**src/rtl/spi_pkg.sv**
```systemverilog
// Shared definitions for the SPI byte transmitter.
// Holds the FSM state encoding, the byte width and the legal divider range.
// The WAIT state exists only when SPI_MASTER_BURST_EN is defined.
package spi_pkg;

    localparam int unsigned SPI_BITS    = 8;
    localparam int unsigned CLK_DIV_MIN = 4;
    localparam int unsigned CLK_DIV_MAX = 255;
    localparam int unsigned CNT_W       = 8;
    localparam int unsigned BIT_W       = 3;

    typedef enum logic [2:0] {
        ST_IDLE  = 3'd0,
        ST_SETUP = 3'd1,
        ST_HIGH  = 3'd2,
        ST_LOW   = 3'd3,
        ST_HOLD  = 3'd4,
        ST_GAP   = 3'd5
`ifdef SPI_MASTER_BURST_EN
        ,
        ST_WAIT  = 3'd6
`endif
    } spi_state_e;

endpackage

```
**src/rtl/spi_clk_div.sv**
```systemverilog
// Half-period timer for the SPI transmitter.
// Ports:
//   clk, reset   - clock, asynchronous active-low reset
//   load         - restart a half period (counter := CLK_DIV-1)
//   enable       - count down while high
//   tick_c       - last cycle of the current half period
//   pre_tick_c   - one cycle before tick_c
module spi_clk_div
    import spi_pkg::*;
#(
    parameter int unsigned CLK_DIV = 8
)
(
    input  logic clk,
    input  logic reset,
    input  logic load,
    input  logic enable,
    output logic tick_c,
    output logic pre_tick_c
);

    localparam logic [CNT_W-1:0] RELOAD = CNT_W'(CLK_DIV - 1);

    logic [CNT_W-1:0] cnt_q;

    // Down-counter, auto-reloads on tick so consecutive half periods chain
    always_ff @(posedge clk or negedge reset) begin
        if (!reset) begin
            cnt_q <= '0;
        end else if (load) begin
            cnt_q <= RELOAD;
        end else if (enable) begin
            if (cnt_q == '0) begin
                cnt_q <= RELOAD;
            end else begin
                cnt_q <= cnt_q - CNT_W'(1);
            end
        end
    end

    assign tick_c     = enable && (cnt_q == '0);
    assign pre_tick_c = enable && (cnt_q == CNT_W'(1));

endmodule

```
**src/rtl/spi_master_tx.sv**
```systemverilog
// SPI mode-0 byte transmitter (MSB first) with active-low chip select.
// Parameter CLK_DIV: SCK half-period in clk cycles (4..255).
// Macro SPI_MASTER_BURST_EN: adds tx_keep and the WAIT state, which holds
// cs low between bytes.
// Ports:
//   clk, reset          - clock, asynchronous active-low reset
//   tx_data, tx_valid   - byte offer; taken when tx_valid & tx_ready
//   tx_ready            - accepting a byte this cycle (IDLE / WAIT)
//   tx_keep             - keep cs low after this byte (burst build only)
//   sck, cs, mosi       - SPI pins
//   busy                - state is not IDLE
//   done                - one-cycle pulse at the end of each byte
module spi_master_tx
    import spi_pkg::*;
#(
    parameter int unsigned CLK_DIV = 8
)
(
    input  logic                clk,
    input  logic                reset,
    input  logic [SPI_BITS-1:0] tx_data,
    input  logic                tx_valid,
    output logic                tx_ready,
`ifdef SPI_MASTER_BURST_EN
    input  logic                tx_keep,
`endif
    output logic                sck,
    output logic                cs,
    output logic                mosi,
    output logic                busy,
    output logic                done
);

    if ((CLK_DIV < CLK_DIV_MIN) || (CLK_DIV > CLK_DIV_MAX)) begin : g_bad_clk_div
        $error("spi_master_tx: CLK_DIV must be within 4..255");
    end

    spi_state_e          state;
    logic [SPI_BITS-2:0] sh_q;      // remaining bits below the one on mosi
    logic [BIT_W-1:0]    bit_cnt;   // HIGH phases completed; bit 0 marks GAP half
    logic                accept_c;
    logic                div_en_c;
    logic                tick_c;
    logic                pre_tick_c;
`ifdef SPI_MASTER_BURST_EN
    logic                keep_q;
`endif

    assign accept_c = tx_valid && tx_ready;

`ifdef SPI_MASTER_BURST_EN
    assign div_en_c = (state != ST_IDLE) && (state != ST_WAIT);
`else
    assign div_en_c = (state != ST_IDLE);
`endif

    spi_clk_div #(
        .CLK_DIV (CLK_DIV)
    ) u_clk_div (
        .clk        (clk),
        .reset      (reset),
        .load       (accept_c),
        .enable     (div_en_c),
        .tick_c     (tick_c),
        .pre_tick_c (pre_tick_c)
    );

    // Sequencer with registered pin outputs; pins change only on phase ticks
    always_ff @(posedge clk or negedge reset) begin
        if (!reset) begin
            state    <= ST_IDLE;
            sh_q     <= '0;
            bit_cnt  <= '0;
            cs       <= 1'b1;
            sck      <= 1'b0;
            mosi     <= 1'b0;
            tx_ready <= 1'b0;
            busy     <= 1'b0;
            done     <= 1'b0;
`ifdef SPI_MASTER_BURST_EN
            keep_q   <= 1'b0;
`endif
        end else begin
            done <= 1'b0;
            if (accept_c) begin
                state    <= ST_SETUP;
                sh_q     <= tx_data[SPI_BITS-2:0];
                mosi     <= tx_data[SPI_BITS-1];
                bit_cnt  <= '0;
                cs       <= 1'b0;
                sck      <= 1'b0;
                tx_ready <= 1'b0;
                busy     <= 1'b1;
`ifdef SPI_MASTER_BURST_EN
                keep_q   <= tx_keep;
`endif
            end else begin
                case (state)
                    ST_IDLE: begin
                        tx_ready <= 1'b1;
                    end
                    ST_SETUP, ST_LOW: begin
                        if (tick_c) begin
                            state <= ST_HIGH;
                            sck   <= 1'b1;
                        end
                    end
                    ST_HIGH: begin
                        if (tick_c) begin
                            sck     <= 1'b0;
                            bit_cnt <= bit_cnt + BIT_W'(1);
                            if (bit_cnt == BIT_W'(SPI_BITS - 1)) begin
                                state <= ST_HOLD;
                            end else begin
                                // Next bit appears together with the falling sck
                                state <= ST_LOW;
                                mosi  <= sh_q[SPI_BITS-2];
                                sh_q  <= {sh_q[SPI_BITS-3:0], 1'b0};
                            end
                        end
                    end
                    ST_HOLD: begin
                        if (tick_c) begin
`ifdef SPI_MASTER_BURST_EN
                            if (keep_q) begin
                                state    <= ST_WAIT;
                                tx_ready <= 1'b1;
                                done     <= 1'b1;
                            end else begin
                                state <= ST_GAP;
                                cs    <= 1'b1;
                                mosi  <= 1'b0;
                            end
`else
                            state <= ST_GAP;
                            cs    <= 1'b1;
                            mosi  <= 1'b0;
`endif
                        end
                    end
                    ST_GAP: begin
                        // Two half periods; done lands on the very last cycle
                        if (pre_tick_c && bit_cnt[0]) begin
                            done <= 1'b1;
                        end
                        if (tick_c) begin
                            if (bit_cnt[0]) begin
                                state    <= ST_IDLE;
                                bit_cnt  <= '0;
                                tx_ready <= 1'b1;
                                busy     <= 1'b0;
                            end else begin
                                bit_cnt <= bit_cnt + BIT_W'(1);
                            end
                        end
                    end
`ifdef SPI_MASTER_BURST_EN
                    ST_WAIT: begin
                        tx_ready <= 1'b1;
                    end
`endif
                    default: begin
                        state <= ST_IDLE;
                    end
                endcase
            end
        end
    end

endmodule

```
**config.mk**
```make
export PLATFORM = sky130hd
export DESIGN_NAME = spi_master_tx
export DESIGN_NICKNAME = d
export VERILOG_FILES = /design/src/rtl/spi_pkg.sv /design/src/rtl/spi_clk_div.sv /design/src/rtl/spi_master_tx.sv
export SDC_FILE = /design/constraint.sdc
export NUM_CORES = 1
export LEC_CHECK = 0
export CAP_MARGIN = 20
export CORE_MARGIN = 2
export CORE_UTILIZATION = 35
export CTS_BUF_LIST = sky130_fd_sc_hd__clkbuf_4
export CTS_CLUSTER_SIZE = 28
export DETAILED_ROUTE_END_ITERATION = 8
export SYNTH_ARGS = -nofsm -noshare
export SYNTH_HDL_FRONTEND = slang
export SYNTH_SLANG_ARGS = --single-unit
```
**constraint.sdc**
```tcl
create_clock -name clk -period 2.9 [get_ports clk]
set_input_delay 0.87 -clock clk [delete_from_list [all_inputs] [get_ports clk]]
set_output_delay 0.87 -clock clk [all_outputs]
set_load 0.05 [all_outputs]
```
* Word-level counts from Yosys, hierarchy flattened *
Index checks and enable logic that the tools add are counted.

cells by class
  $add $sub $neg = 2
  equal/unequal tests = 15
  mux-type cells = 41
  reductions and logical operators = 26

operators with widths
  operator                                                               number
  3-bit two-way mux                                                      11
  7-bit two-way mux                                                      4
  8-bit two-way mux                                                      3
  1-bit two-way mux                                                      18
  3-bit != test, second input constant                                   6
  3-bit case mux with 5 select lines                                     1
  3-bit AND reduction                                                    5
  3-bit nonzero test                                                     5
  2-bit nonzero test                                                     6
  3-bit equality test, second input constant                             3
  8-bit by 1-bit equality test with 1-bit output, second input constant  1
  8-bit zero test                                                        1
  8-bit by 1-bit subtractor with 8-bit output, second input constant     1
  3-bit by 2-bit equality test with 1-bit output, second input constant  2
  1-bit case mux with 2 select lines                                     3
  3-bit case mux with 2 select lines                                     1
  6-bit AND reduction                                                    1
  1-bit logical AND                                                      4
  2-bit != test, second input constant                                   2
  4-bit AND reduction                                                    1
  3-bit by 1-bit adder with 3-bit output, second input constant          1
  3-bit by 1-bit equality test with 1-bit output, second input constant  1
  3-bit zero test                                                        1
  2-bit AND reduction                                                    1
  2-bit OR reduction                                                     1

word-level totals
  flip-flop bits (word level) = 27
  bits of input ports = 11
  logic and storage cells = 94

* Longest topological paths before layout *
Gate-level depths: netlist (run 1).

  depth in word-level cells = 6
  gate-level depth with buffers = 7
  mapped depth without buffers = 6

* Modules after synthesis *
Synthesis (run 1) repeated with hierarchy kept, for this count alone.

unflattened totals
  cell total of the unflattened synthesis = 164
  area total of the unflattened synthesis = 1,541.5 µm²

by module, submodules not included
  module         times used  cells each  area an instance (µm²)  sequential area each (µm²)
  spi_master_tx  1           111         1,042.2                 476.7
  spi_clk_div    1           53          499.2                   200.2

* Worst setup path before layout (run 1) *
OpenSTA, ideal clock, no wires.

  path type = input -> register
  start point = input tx_valid
  end point = register state[2]
  setup time = 0.119 ns
  arrival time = 1.716 ns
  data required time = 2.781 ns
  setup slack = 1.065 ns
  stages on the path = 5
  path buffers = 2
  cell sequence = and2_1 -> buf_2 -> clkbuf_1 -> nor2_1 -> o21a_1

on the way
  longest elaborated chain between the ends = 3

RTL lines
  element                                                                 RTL line              RTL
  from (decl)                                                             spi_master_tx.sv:22   input logic tx_valid,
  1-bit logical AND *                                                     spi_master_tx.sv:49   assign accept_c = tx_valid && tx_ready;
  3-bit != test (no source line) / 2-bit != test (equally long branches)  -
  6-bit AND reduction (no source line)                                    -
  to (signal assigned)                                                    spi_master_tx.sv:71   state <= ST_IDLE;
  to (signal assigned)                                                    spi_master_tx.sv:86   state <= ST_SETUP;
  to (signal assigned)                                                    spi_master_tx.sv:104  state <= ST_HIGH;
  to (decl)                                                               spi_master_tx.sv:38   spi_state_e state;

Mark *: on every way between the ends. The rest lies on a longest branch, timed or not.
A chain may end at the register's enable or synchronous reset.

* Worst setup path after layout (run 1) *
  start point = register cs
  end point = output cs

RTL lines
  element                 RTL line              RTL
  from (decl)             spi_master_tx.sv:28   output logic cs,
  from (signal assigned)  spi_master_tx.sv:74   cs <= 1'b1;
  from (signal assigned)  spi_master_tx.sv:90   cs <= 1'b0;
  from (signal assigned)  spi_master_tx.sv:136  cs <= 1'b1;

No word-level cell between the ends.

==> impl_metrics.env, run 1 <==
export IMPL_yosys_top_cells_count="26 x dfrtp_1, 20 x nor2_1, 14 x nand2_1"
export IMPL_maxSlewHeadroom_pct=57.7
export IMPL_grt_overflow=0
export IMPL_cts_buffers=3
export IMPL_synthToLayoutAreaGrowth_pct=15.9
export IMPL_fp_row_count=23
export IMPL_ctsHoldBuffers=0
export IMPL_critPathSlowestCell="clkdlybuf4s50_1"
export IMPL_path_clk_slew_ps=140
export IMPL_min_period_ps=2540
export IMPL_synth_top_cell_area_share_pct=43.5
export IMPL_run_status="completed"
export IMPL_worstReg2RegEnd="sh_q[0]$_DFFE_PN0P_"
export IMPL_cts_resized=0
export IMPL_htreeDepth=1
export IMPL_vias=1191
export IMPL_cp_required_ps=2030
export IMPL_synth_fp_nets=169
export IMPL_synth_most_common_cell="dfrtp_1"
export IMPL_fin_total_pwr_mw=1.54
export IMPL_drc=0
export IMPL_hp_start="sh_q[6]$_DFFE_PN0P_"
export IMPL_drv_slew=0
export IMPL_die_height_um=69.4
export IMPL_holdPathEnd="sh_q[6]$_DFFE_PN0P_"
export IMPL_synthArstFlopShare_pct=100
export IMPL_cts_tree="yes"
export IMPL_yosysSeqAreaShare_pct=45.2
export IMPL_setup_violations=0
export IMPL_grt_pass1_wl_um=5940
export IMPL_cts_sinks=27
export IMPL_core_area_um2=4060
export IMPL_drtIter0Drc=51
export IMPL_critical_path_max_fanout=2
export IMPL_ys_flop_type="dfrtp_1"
export IMPL_critPathArrivalTime_ps=1670
export IMPL_yosys_area_top_type="dfrtp_1"
export IMPL_ant_nets=0
export IMPL_track_usage_pct=15.1
export IMPL_finalWeightedCongestion=0.865
export IMPL_path_delay_family="buffers and inverters"
export IMPL_io_buffers=16
export IMPL_min_path_cells=2
export IMPL_cts_path_max_buffers=2
export IMPL_rsz0062_at_grt="false"
export IMPL_yosys_register_bits=27
export IMPL_dp_hpwl_um=2360
export IMPL_skew_ps=1.32
export IMPL_antenna_found_initial=0
export IMPL_routed_wl_um=3200
export IMPL_critPathLaunchType="flop"
export IMPL_worstRegToRegCells=6
export IMPL_fin_nets=186
export IMPL_postCtsSetupRepairBufs=0
export IMPL_cts_root_buffer="clkbuf_4"
export IMPL_viasPerCell=5.44
export IMPL_syn_cell_area_um2=1500
export IMPL_post_route_period_util_pct=87.7
export IMPL_powerDensity_nw_per_um2=891
export IMPL_start_util_pct=36.9
export IMPL_max_vdd_ir_drop_mv=0.459
export IMPL_syn_inst=153
export IMPL_routedWlPerCell_um=14.6
export IMPL_grt_max_degree=28
export IMPL_cpPeakStageDelay_ps=800
export IMPL_antennaDiodeCount=0
export IMPL_utilization_pct=42.7
export IMPL_syn_area_per_cell_um2=9.78
export IMPL_yosysWarnings=0
export IMPL_maxCapViolations=0
export IMPL_n_fill_cell=416
export IMPL_holdWs_ps=500
export IMPL_layout_drive_gt1_share_pct=10.1
export IMPL_critPathCaptureType="primary output"
export IMPL_path_cells="clkdlybuf4s50_1"
export IMPL_rrSetupSlack_ps=930
export IMPL_tightest_slew_ps=629
export IMPL_pin_count=17
export IMPL_dr_pass1_iters=4
export IMPL_worstSkewPairLatency_ps=320
export IMPL_r2r_start="bit_cnt[0]$_DFFE_PN0P_"
export IMPL_die_area_um2=4810
export IMPL_cp_startpoint="cs$_DFFE_PN1P_"
export IMPL_p_leak_nw=0.730
export IMPL_hold_viol_final=0
export IMPL_synth_cell_types=47
export IMPL_fmax_mhz=393
export IMPL_grt_pass1_vias=1285
export IMPL_cp_num_buf_inv=1
export IMPL_path_class="flop to primary output"
export IMPL_hp_class="flop to flop"
export IMPL_synth_edf_count=0
export IMPL_die_w_um=69.4
export IMPL_fin_tns_setup_ps=0
export IMPL_synth_area_leaders="dfrtp_1 43%, nor2_1 5.0%, mux2i_1 4.7%, ha_1 4.2%, nand2_1 3.5%"
-- metrics by stage --
step	worst slack (ps)	area [µm²]	cells
2_1_floorplan	1070	1500	153
3_3_place_gp	548	1700	215
3_5_place_dp	523	1700	215
4_1_cts	339	1730	219
5_1_grt	295	1730	219
6_report	355	1730	219
-- sequential cells by signal, indices dropped and copies added, names as in the netlist --
register         cells
bit_cnt              3
busy                 1
cs                   1
done                 1
mosi                 1
sck                  1
sh_q                 7
state                3
tx_ready             1
u_clk_div.cnt_q      8
-- area by class of cell --
cell class                      instances  area, µm²  area share [%]
Clock buffer                            4       30.0            1.73
Inverter                                6       22.5            1.30
Multi-Input combinational cell        112        752            43.4
Sequential cell                        27        677            39.0
Tap cell                               50       62.6            3.61
Timing Repair Buffer                   20        190            11.0
-- kinds of logic after synthesis --
logic type / Yosys count / share of synthesized area [%]
adders and majority gates: 6 / 4.93
buffers and inverters: 14 / 4.51
and+or+nand+nor: 57 / 19.8
xor gates and xnor gates: 4 / 2.34
AOI/OAI and AO/OA: 36 / 17.0
muxes: 9 / 6.19
DFF: 27 / 45.2
-- worst register-to-register path, stage by stage (launching register included) --
cell     delay, ps
dfrtp_1        470
ha_1           230
ha_1           230
nor4b_1        360
a41oi_1        180
buf_4          210
a22o_1         180
-- power breakdown --
part | internal (mW) | leakage, nW | total, mW | switching [mW]
Clock | 0.0631 | 0.0184 | 0.170 | 0.107
Sequential | 0.512 | 0.338 | 0.673 | 0.161
Combinational | 0.294 | 0.374 | 0.701 | 0.407
Total | 0.869 | 0.730 | 1.54 | 0.676
-- placed cells by master, fill, tap and decap left out, types with 4 or more instances in the layout --
cell,n
clkdlybuf4s50_1,16
a21oi_1,4
dfrtp_1,26
inv_1,6
nor2_1,20
a31oi_1,4
o21ai_0,9
ha_1,5
nand2_1,14
mux2i_1,7
buf_4,4
clkbuf_4,4
-- layer usage --
metal	routed length (µm)	global-route usage, %	share of wire, %
met3	117	4.36	3.7
met4	27	3.49	0.84
met2	1580	25.9	49
met5	0	0	0
met1	1480	18.9	46
-- worst max-delay path by stage --
stage | endpoint | slack [ps] | cells past startpoint
after floorplan | state[2]$_DFFE_PN0P_ | 1070 | 5
after global placement | sh_q[2]$_DFFE_PN0P_ | 550 | 5
after detailed placement | sh_q[2]$_DFFE_PN0P_ | 520 | 5
after CTS | cs | 340 | 1
after global routing | cs | 300 | 1
final | cs | 360 | 1
(Power assumes the default switching activity.)
==> run 2: changes to the inputs <==
--- a/config.mk
+++ b/config.mk
@@ -5,12 +5,12 @@
 export SDC_FILE = /design/constraint.sdc
 export NUM_CORES = 1
 export LEC_CHECK = 0
-export CAP_MARGIN = 20
 export CORE_MARGIN = 2
 export CORE_UTILIZATION = 35
 export CTS_BUF_LIST = sky130_fd_sc_hd__clkbuf_4
 export CTS_CLUSTER_SIZE = 28
 export DETAILED_ROUTE_END_ITERATION = 8
+export REMOVE_ABC_BUFFERS = 1
 export SYNTH_ARGS = -nofsm -noshare
 export SYNTH_HDL_FRONTEND = slang
 export SYNTH_SLANG_ARGS = --single-unit
==> run 2 against run 1 <==
Effect of this change:
- via count increased by 0.76%
- utilization decreased by 0.37 points
- worst hold slack improved by 6.8 ps
- highest routed layer unchanged
==> impl_metrics.env, run 2 (synthesized netlist as in run 1, its figures left out) <==
export IMPL_critPathCaptureType="primary output"
export IMPL_dp_hpwl_um=2330
export IMPL_cp_required_ps=2030
export IMPL_final_cell_mix="26 x dfrtp_1, 20 x nor2_1, 16 x clkdlybuf4s50_1, 14 x nand2_1, 9 x o21ai_0"
export IMPL_crit_cells=1
export IMPL_worst_slack_ps=366
export IMPL_cts_resized=0
export IMPL_die_w_um=69.4
export IMPL_path_class="flop to primary output"
export IMPL_worstRegToRegCells=6
export IMPL_hold_viol_final=0
export IMPL_track_usage_pct=14.3
export IMPL_critPathLaunchType="flop"
export IMPL_layout_commonest_cell="dfrtp_1"
export IMPL_htreeDepth=1
export IMPL_drtIter0Drc=88
export IMPL_grt_pass1_wl_um=5620
export IMPL_ant_nets=0
export IMPL_holdWs_ps=507
export IMPL_path_cells="clkdlybuf4s50_1"
export IMPL_ctsHoldBuffers=0
export IMPL_setup_violations=0
export IMPL_finalWeightedCongestion=0.867
export IMPL_powerDensity_nw_per_um2=894
export IMPL_tightest_slew_ps=854
export IMPL_critPathArrivalTime_ps=1660
export IMPL_biggestRegsByFlops="u_clk_div.cnt_q (8), sh_q (7)"
export IMPL_register_area_um2=677
export IMPL_cts_root_buffer="clkbuf_4"
export IMPL_max_vdd_ir_drop_mv=0.386
export IMPL_p_leak_nw=0.720
export IMPL_cts_sinks=27
export IMPL_regMostFlops="u_clk_div.cnt_q"
export IMPL_maxCapViolations=0
export IMPL_postCtsSetupRepairBufs=0
export IMPL_antennaDiodeCount=0
export IMPL_cpPeakStageDelay_ps=790
export IMPL_pre_cts_slack_ps=163
export IMPL_min_path_cells=2
export IMPL_rsz0062_at_grt="false"
export IMPL_routed_wl_um=3200
export IMPL_path_clk_slew_ps=140
export IMPL_largest_reg_flops=8
export IMPL_n_fill_cell=380
export IMPL_critPathSlowestCell="clkdlybuf4s50_1"
export IMPL_core_area_um2=4060
export IMPL_viasPerCell=5.53
export IMPL_vias=1200
export IMPL_drv_slew=0
export IMPL_maxSlewHeadroom_pct=42.3
export IMPL_synthToLayoutAreaGrowth_pct=14.9
export IMPL_cts_buffers=3
export IMPL_path_delay_family="buffers and inverters"
export IMPL_die_height_um=69.4
export IMPL_multi_input_area_um2=752
export IMPL_fin_nets=184
export IMPL_grt_max_degree=16
export IMPL_post_route_period_util_pct=87.4
export IMPL_layout_drive_gt1_share_pct=8.98
export IMPL_cts_path_max_buffers=2
export IMPL_grt_pass1_vias=1199
export IMPL_grt_overflow=0
export IMPL_fp_row_count=23
export IMPL_min_period_ps=2530
export IMPL_drc=0
export IMPL_skew_ps=5.57
export IMPL_utilization_pct=42.4
export IMPL_io_buffers=16
export IMPL_critical_path_max_fanout=2
export IMPL_fmax_mhz=395
export IMPL_start_util_pct=36.9
export IMPL_fin_tns_setup_ps=0
export IMPL_worstSkewPairLatency_ps=330
export IMPL_routedWlPerCell_um=14.7
export IMPL_cts_tree="yes"
export IMPL_dr_pass1_iters=4
export IMPL_cp_num_buf_inv=1
export IMPL_antenna_found_initial=0
export IMPL_run_status="completed"
export IMPL_hp_class="flop to flop"
export IMPL_pin_count=17
export IMPL_die_area_um2=4810
==> run 2: cell count changes in the layout (fill, tap and decap cells not counted), sizes merged <==
cell / previous run / this run
buf: 4 / 2
==> run 2: worst paths after layout <==
kind | start | to | slack, ps
max reg2reg | bit_cnt[0]$_DFFE_PN0P_ | sh_q[3]$_DFFE_PN0P_ | 650
min in group asynchronous | reset | u_clk_div.cnt_q[1]$_DFFE_PN0P_ | 900
max in group asynchronous | reset | sh_q[2]$_DFFE_PN0P_ | 1370
min reg2reg | sh_q[5]$_DFFE_PN0P_ | sh_q[5]$_DFFE_PN0P_ | 510
max | cs$_DFFE_PN1P_ | cs | 370
min | sh_q[5]$_DFFE_PN0P_ | sh_q[5]$_DFFE_PN0P_ | 510
==> run 2: per-layer routing <==
layer | track usage, % | wire (µm)
met3 | 3.49 | 144
met5 | 0 | 0
met4 | 2.61 | 23
met2 | 24.9 | 1590
met1 | 18.2 | 1440
==> run 2: power breakdown <==
| part | internal (mW) | switching (mW) | total, mW |
|---|---|---|---|
| combinational | 0.285 | 0.405 | 0.689 |
| clock | 0.0633 | 0.111 | 0.175 |
| sequential | 0.512 | 0.160 | 0.672 |
| total | 0.860 | 0.677 | 1.54 |
==> run 2: cell type report <==
type                       instances  area share [%]
multi-input combinational        112            43.7
inverter                           6            1.31
clock buffer                       4            1.75
sequential                        27            39.4
tap                               50            3.64
timing repair buffer              18            10.2
==> run 2: per-stage QoR <==
step / instance area [µm²] / std cells / power, mW
finish: 1720 / 217 / 1.54
CTS: 1720 / 217 / 1.55
global placement: 1690 / 213 / 1.33
floorplan: 1450 / 145 / 1.16
global route: 1720 / 217 / 1.68
detailed placement: 1690 / 213 / 1.36
